`config.mk`:
```
export PLATFORM = sky130hd
export DESIGN_NAME = trunk_access_ctrl
export DESIGN_NICKNAME = d
export VERILOG_FILES = /design/src/rtl/trunk_access_ctrl.sv
export SDC_FILE = /design/constraint.sdc
export NUM_CORES = 1
export LEC_CHECK = 0
export ABC_AREA = 1
export BUFFER_PORTS_ARGS = -buffer_cell sky130_fd_sc_hd__buf_2
export CAP_MARGIN = 10
export CORE_MARGIN = 2
export CORE_UTILIZATION = 43
export DETAILED_ROUTE_END_ITERATION = 12
export GPL_TIMING_DRIVEN = 0
export MAX_ROUTING_LAYER = met4
export PLACE_DENSITY = 0.79
export SLEW_MARGIN = 20
export SYNTH_ARGS = -nofsm -noshare
export SYNTH_HDL_FRONTEND = slang
export SYNTH_SLANG_ARGS = --single-unit
```
`constraint.sdc`:
```
create_clock -name clk -period 1.17 [get_ports clk]
set_input_delay 0 -clock clk [delete_from_list [all_inputs] [get_ports clk]]
set_output_delay 0 -clock clk [all_outputs]
set_load 0.005 [all_outputs]
```
`src/rtl/trunk_access_ctrl.sv`:
```
// Trunk column decoder access sequencer: round-robin arbitration between two
// requesters, then precharge / enable / capture / response timing for one access.
module trunk_access_ctrl #(
   parameter int unsigned PRE_CYC = 2,
   parameter int unsigned EN_CYC  = 1
) (
   input  logic       clk,
   input  logic       rst,
   input  logic       req0_valid,
   output logic       req0_ready,
   input  logic       req0_write,
   input  logic       req0_col_mode,
   input  logic [4:0] req0_sel,
   input  logic       req1_valid,
   output logic       req1_ready,
   input  logic       req1_write,
   input  logic       req1_col_mode,
   input  logic [4:0] req1_sel,
   output logic       precharge,
   output logic       trunk_enable,
   output logic       trunk_byte_mode,
   output logic [4:0] trunk_sel,
   output logic       wr_en,
   output logic       rd_capture,
   output logic       rsp_valid,
   output logic       rsp_id,
   output logic       rsp_err,
   output logic       busy
);

   typedef enum logic [2:0] {IDLE, PRE, EN, CAP, RSP} state_t;

   state_t     state, state_nx;
   logic [3:0] cnt;
   logic       last_grant;
   logic       grant_vld, grant_id;
   logic       g_write, g_mode, g_illegal;
   logic [4:0] g_sel;
   logic       write_q, mode_q, id_q, err_q;
   logic [4:0] sel_q;

   // Grant only while idle; on contention the requester not served last wins.
   always_comb begin
      grant_vld = 1'b0;
      grant_id  = 1'b0;
      if (state == IDLE) begin
         if (req0_valid && req1_valid) begin
            grant_vld = 1'b1;
            grant_id  = ~last_grant;
         end else if (req0_valid) begin
            grant_vld = 1'b1;
         end else if (req1_valid) begin
            grant_vld = 1'b1;
            grant_id  = 1'b1;
         end
      end
      g_write   = grant_id ? req1_write    : req0_write;
      g_mode    = grant_id ? req1_col_mode : req0_col_mode;
      g_sel     = grant_id ? req1_sel      : req0_sel;
      g_illegal = ~g_mode && (g_sel[4:3] != 2'b00);
   end

   always_ff @(posedge clk) begin
      if (rst) begin
         state      <= IDLE;
         cnt        <= '0;
         last_grant <= 1'b1;
         write_q    <= 1'b0;
         mode_q     <= 1'b0;
         id_q       <= 1'b0;
         err_q      <= 1'b0;
         sel_q      <= '0;
      end else begin
         state <= state_nx;
         if (state != PRE && state_nx == PRE)
            cnt <= 4'(PRE_CYC - 1);
         else if (state == PRE && state_nx == EN)
            cnt <= 4'(EN_CYC - 1);
         else if (cnt != '0)
            cnt <= cnt - 4'd1;
         if (grant_vld) begin
            write_q    <= g_write;
            mode_q     <= g_mode;
            sel_q      <= g_sel;
            id_q       <= grant_id;
            err_q      <= g_illegal;
            last_grant <= grant_id;
         end
      end
   end

   always_comb begin
      state_nx = state;
      case (state)
         IDLE: if (grant_vld) state_nx = g_illegal ? RSP : PRE;
         PRE:  if (cnt == '0) state_nx = EN;
         EN:   if (cnt == '0) state_nx = CAP;
         CAP:  state_nx = RSP;
         RSP:  state_nx = IDLE;
         default: state_nx = IDLE;
      endcase
   end

   always_comb begin
      req0_ready      = grant_vld & ~grant_id;
      req1_ready      = grant_vld &  grant_id;
      precharge       = (state == PRE);
      trunk_enable    = (state == EN);
      wr_en           = (state == EN) & write_q;
      rd_capture      = (state == CAP) & ~write_q;
      rsp_valid       = (state == RSP);
      rsp_id          = (state == RSP) & id_q;
      rsp_err         = (state == RSP) & err_q;
      busy            = (state != IDLE);
      trunk_sel       = sel_q;
      trunk_byte_mode = mode_q;
   end

endmodule

```
After elaboration in Yosys (flattened, before gate mapping)

Index checks and enable logic that the tools add are counted.

Shift operators: 0
Divide/modulo/power cells: 0
Eq/ne operators: 7
Reduce and logical (&&, ||, !) cells: 11
Bitwise operators: 10
Magnitude comparators: 0
Muxes and demuxes: 18
$add $sub $neg: 1
Multiply operators: 0

Operators by type and width:

| cell                | number |
|---|---|
| $mux 1              | 12 |
| $mux 3              | 4 |
| $pmux 3 s4          | 1 |
| $eq 3x2->1 const B  | 3 |
| $and 1x1->1         | 6 |
| $eq 3x1->1 const B  | 2 |
| $reduce_bool 3->1   | 2 |
| $mux 5              | 1 |
| $logic_and 1x1->1   | 4 |
| $logic_not 4->1     | 1 |
| $not 1->1           | 4 |
| $reduce_bool 4->1   | 1 |
| $sub 4x1->4 const B | 1 |
| $eq 3x3->1 const B  | 1 |
| $logic_not 3->1     | 1 |
| $ne 3x1->1 const B  | 1 |
| $reduce_or 3->1     | 1 |
| $reduce_bool 2->1   | 1 |

Bits in writable memories: 0
Output and inout port bits: 16
ROM bits: 0
Memories: 0
Register bits after elaboration: 17
Logic and storage cells: 56
Bits in latches: 0

Depth between registers and ports, before layout

Depth in word-level cells: 14
Mapped depth: 11

Least setup slack after synthesis

Ideal clock, no wire load.

Path type: register to register
Start: reg cnt[0]
End: reg cnt[1]
Setup time: 119 ps
Setup slack: -71 ps
Path buffers: 0
Cell stages (with the launch flop): 8
Arrival: 1122 ps
Cells stage by stage: dfxtp_1 inv_1 ha_1 nand2_1 nor2_1 inv_1 o21ai_0 nor2_2

Longest elaborated chain between the ends: 6
Elaborated cells between the ends (all ways): 11
Classes of those cells: add/sub (1); eq/ne (2); mux (3); reduce/logical (5)

Ends and longest elaborated chain:

| item                                     | line   | text |
|---|---|---|
| from (decl)                              | 34     | `logic [3:0] cnt;` |
| from (signal assigned)                   | 76     | `cnt <= 4'(PRE_CYC - 1);` |
| from (signal assigned)                   | 78     | `cnt <= 4'(EN_CYC - 1);` |
| from (signal assigned)                   | 80     | `cnt <= cnt - 4'd1;` |
| $logic_not 4->1                          | 96, 97 |  |
| $mux 3 (on tied branches)                | 97, 96 |  |
| $pmux 3 s4                               | 94     | `case (state)` |
| $eq 3x1->1 or $eq 3x2->1 (tied branches) | 75, 77 |  |
| $logic_and 1x1->1 (on tied branches)     | 75, 77 |  |
| $reduce_or 3->1 (no line)                | -      |  |

Parallel ways exist; a longest one is shown, timed or not.
A chain may end at the register's enable or synchronous reset.

Worst setup path in the final report

Start: reg state[0]
End: reg cnt[2]

Longest elaborated chain between the ends: 11
Elaborated cells between the ends (all ways): 22
Classes of those cells: eq/ne (6); mux (9); bitwise (1); reduce/logical (6)

Ends and longest elaborated chain:

| item                                           | line   | text |
|---|---|---|
| from (decl)                                    | 33     | `state_t state, state_nx;` |
| from (signal assigned)                         | 74     | `state <= state_nx;` |
| $logic_not 3->1                                | 46, 94 |  |
| $mux 1                                         | 46     | `if (state == IDLE) begin` |
| $mux 5 or $mux 1 (tied branches)               | 59, 58 |  |
| $reduce_bool 2->1 or $not 1->1 (tied branches) | 60     | `g_illegal = ~g_mode && (g_sel[4:3] != 2'b00);` |
| $logic_and 1x1->1                              | 60     |  |
| $mux 3 (2 in series)                           | 95     | `IDLE: if (grant_vld) state_nx = g_illegal ? RSP : PRE;` |
| $pmux 3 s4                                     | 94     |  |
| $eq 3x1->1 or $eq 3x2->1 (tied branches)       | 75, 77 |  |
| $logic_and 1x1->1 (on tied branches)           | 75, 77 |  |
| $reduce_or 3->1 (no line) *                    | -      |  |

Mark *: on every way between the ends. The rest lies on a longest branch, timed or not.

==> impl_metrics.tcl <==
set metrics [dict create \
    routedWlPerCell_um 11.4 \
    multi_input_area_um2 548 \
    crit_family "simple AND/OR/NAND/NOR gates" \
    io_buffers 33 \
    clk_pin_slew_ps 100 \
    grt_pass1_wl_um 3800 \
    synth.area.top_cells "dfxtp_1 37%, nand2_1 11%, inv_1 7.7%" \
    fin_cells 205 \
    dr.pass1.iters 4 \
    cts_buffers 3 \
    syn_to_final_growth_pct 49.8 \
    async_reset_ff_frac 0 \
    cp_num_buf_inv 1 \
    cp_slowest_stage_delay_ps 370 \
    start_util 0.464 \
    slew_headroom 0.650 \
    syn_area_um2 930 \
    yosysTopAreaCellShare 0.366 \
    drv_cap 0 \
    root_buffer "clkbuf_4" \
    pin_count 34 \
    clock_path_buffers 2 \
    final_cell_mix "31 x buf_2, 22 x nand2_1, 15 x inv_1" \
    diodes 0 \
    finalHoldViolations 0 \
    grt_max_degree 11 \
    worstMarginPinSlew_ps 525 \
    synthesis.yosys.warnings 0 \
    clock-skew-final_ps 7.48 \
    hp-start "rst" \
    fin_nets 198 \
    post-place-cells 186 \
    timing.rr.end "cnt[2]" \
    hpwl_um 1610 \
    finalSetupTns_ps -1350 \
    rsz0062_at_grt "true" \
    layout.filler_cells 166 \
    coreArea_um2 2000 \
    ys_ff_latch 17 \
    cts.sinks 17 \
    remaining_drc_errors 0 \
    dieArea_um2 2550 \
    path_class "flip-flop to flip-flop" \
    dp_slack_ps -193 \
    cp_max_fo 6 \
    die_h_um 50.5 \
    synth_cell_types 23 \
    dr.first_iter.drc_count 16 \
    rows 16 \
    setup_ws_ps -151 \
    crit-reg2reg-launch "state[0]" \
    clock_latency_ps 290 \
    synth_cells 126 \
    finalSetupViolations 20 \
    drive_gt1_frac 0.522 \
    cts_tree "done" \
    finalWirelength_um 2330 \
    synth_top_area_cell "dfxtp_1" \
    synth_ff_type "dfxtp_1" \
    grt_usage 0.194 \
    ir_drop_v 0.00160 \
    p_leak_nw 0.698 \
    synthesis.nets 145 \
    regToRegSetupSlack_ps -150 \
    die_width_um 50.5 \
    cp_common_cell "nand2_2" \
    reg2reg_depth 11 \
    start_kind "flip-flop" \
    hold_path_class "input port to flip-flop" \
    status "complete, but fails checks" \
    critical_path.endpoint_type "flip-flop" \
    synth_edf_count 0 \
    layout_commonest_cell "buf_2" \
    drv_slew 0 \
    critPathRequiredTime_ps 1400 \
    power_density_nw_per_um2 2450 \
    worstPathCellList "inv_2, nand2_2, nor2_4, nand2_4, nand2_4, nand2_2, nand2_2, nand2_2, nand2_4, nand3_4, nor2_2" \
    viasPerCell 4.79 \
    seq_area_um2 352 \
    overflow 0 \
    antenna_left 0 \
    avgSynthCellArea_um2 7.38 \
    timing.final.crit_share 1.13 \
    ys_seq_area_frac 0.366 \
    cts_max_level 1 \
    holdPathStages 3 \
    min_to "last_grant" \
    num_vias 982 \
    violations "negative setup slack" \
    fin_crit_ps 1320 \
    slowest_stage "dfxtp_4" \
    place_congestion 0.779 \
    antenna_found_initial 0 \
    grt_pass1_vias 925 \
    clock.fmax_ghz 0.757 \
    crit_arrival_ps 1550 \
]
## how the worst max path moves through the flow
stage / from / endpoint / slack [ps] / depth (start not counted)
3_3_place_gp: cnt[0] / cnt[1] / -120 / 7
5_1_grt: state[1] / cnt[1] / -230 / 10
3_5_place_dp: cnt[0] / cnt[1] / -190 / 7
6_report: state[0] / cnt[2] / -150 / 11
4_1_cts: state[1] / cnt[2] / -120 / 11
2_1_floorplan: cnt[0] / cnt[1] / -30 / 7
## cell usage after synthesis, types with 2 or more instances
cell type  count
nor2_1         8
nand3_1        5
nand2_2        6
inv_1         19
xor2_1         2
nor3_1         3
nand2_1       28
nand2_4        5
a31oi_1        3
o21ai_0        5
nor2_2         4
dfxtp_1       17
a21oi_2        2
inv_2          5
a21oi_1        4
nor2_4         3
## state kept, by name (all words and copies together), names as in the netlist
register         flops
trunk_sel            5
cnt                  4
state                3
err_q                1
id_q                 1
last_grant           1
trunk_byte_mode      1
write_q              1
## worst register-to-register path, delay by kind of cell, from the launching register on
| family | cells | cell delay, ps |
|---|---|---|
| buffers and inverters | 1 | 60 |
| DFF | 1 | 370 |
| and+or+nand+nor | 10 | 820 |
## timing repair
action / CTS / global route
hold buffers: 7 / 0
setup endpoints to repair: 21 / 22
gates resized for setup: 16 / 15
buffers inserted: 6 / 2
pin swaps: 4 / 5
hold endpoints to repair: 4 / 0
## cell families after synthesis
kind of cell    count (synthesis)  share of synthesized area
compound gates                 18                      0.129
xor+xnor                        2                     0.0188
fa+ha+maj                       1                     0.0135
buf+inv                        25                      0.101
flops                          17                      0.366
simple gates                   63                      0.371
## area by class of cell
cell class,instances,share of cell area
clock buffer,3,0.0162
inverter,24,0.0719
tap,27,0.0243
clock inverter,1,0.00359
sequential,17,0.252
timing repair buffer,48,0.235
buffer,1,0.00270
multi-input combinational,84,0.394
## per-layer routing
layer	wire, µm	track usage	up-vias	share of wire
li1	-	-	498	-
met2	1240	0.373	22	0.53
met4	12	0.0405	0	0.0051
met3	79	0.0208	2	0.034
met1	997	0.213	460	0.43
met5	0	-	-	0
## where the power goes
part	internal (W)	switching, W	total, W
clock	0.000127	0.000182	0.000309
sequential	0.000806	0.000170	0.000975
combinational	0.000937	0.00119	0.00213
## through the flow
| stage | util | instance area (µm²) | hold slack (ps) | total power [W] |
|---|---|---|---|---|
| detailed placement | 0.570 | 1140 | 235 | 0.00255 |
| CTS | 0.662 | 1330 | 13.1 | 0.00322 |
| finish | 0.696 | 1390 | 20.0 | 0.00341 |
| global placement | 0.570 | 1140 | 227 | 0.00248 |
| global route | 0.696 | 1390 | 27.8 | 0.00369 |
| floorplan | - | 942 | 109 | 0.00214 |
Power figures use the tool's default switching activity.
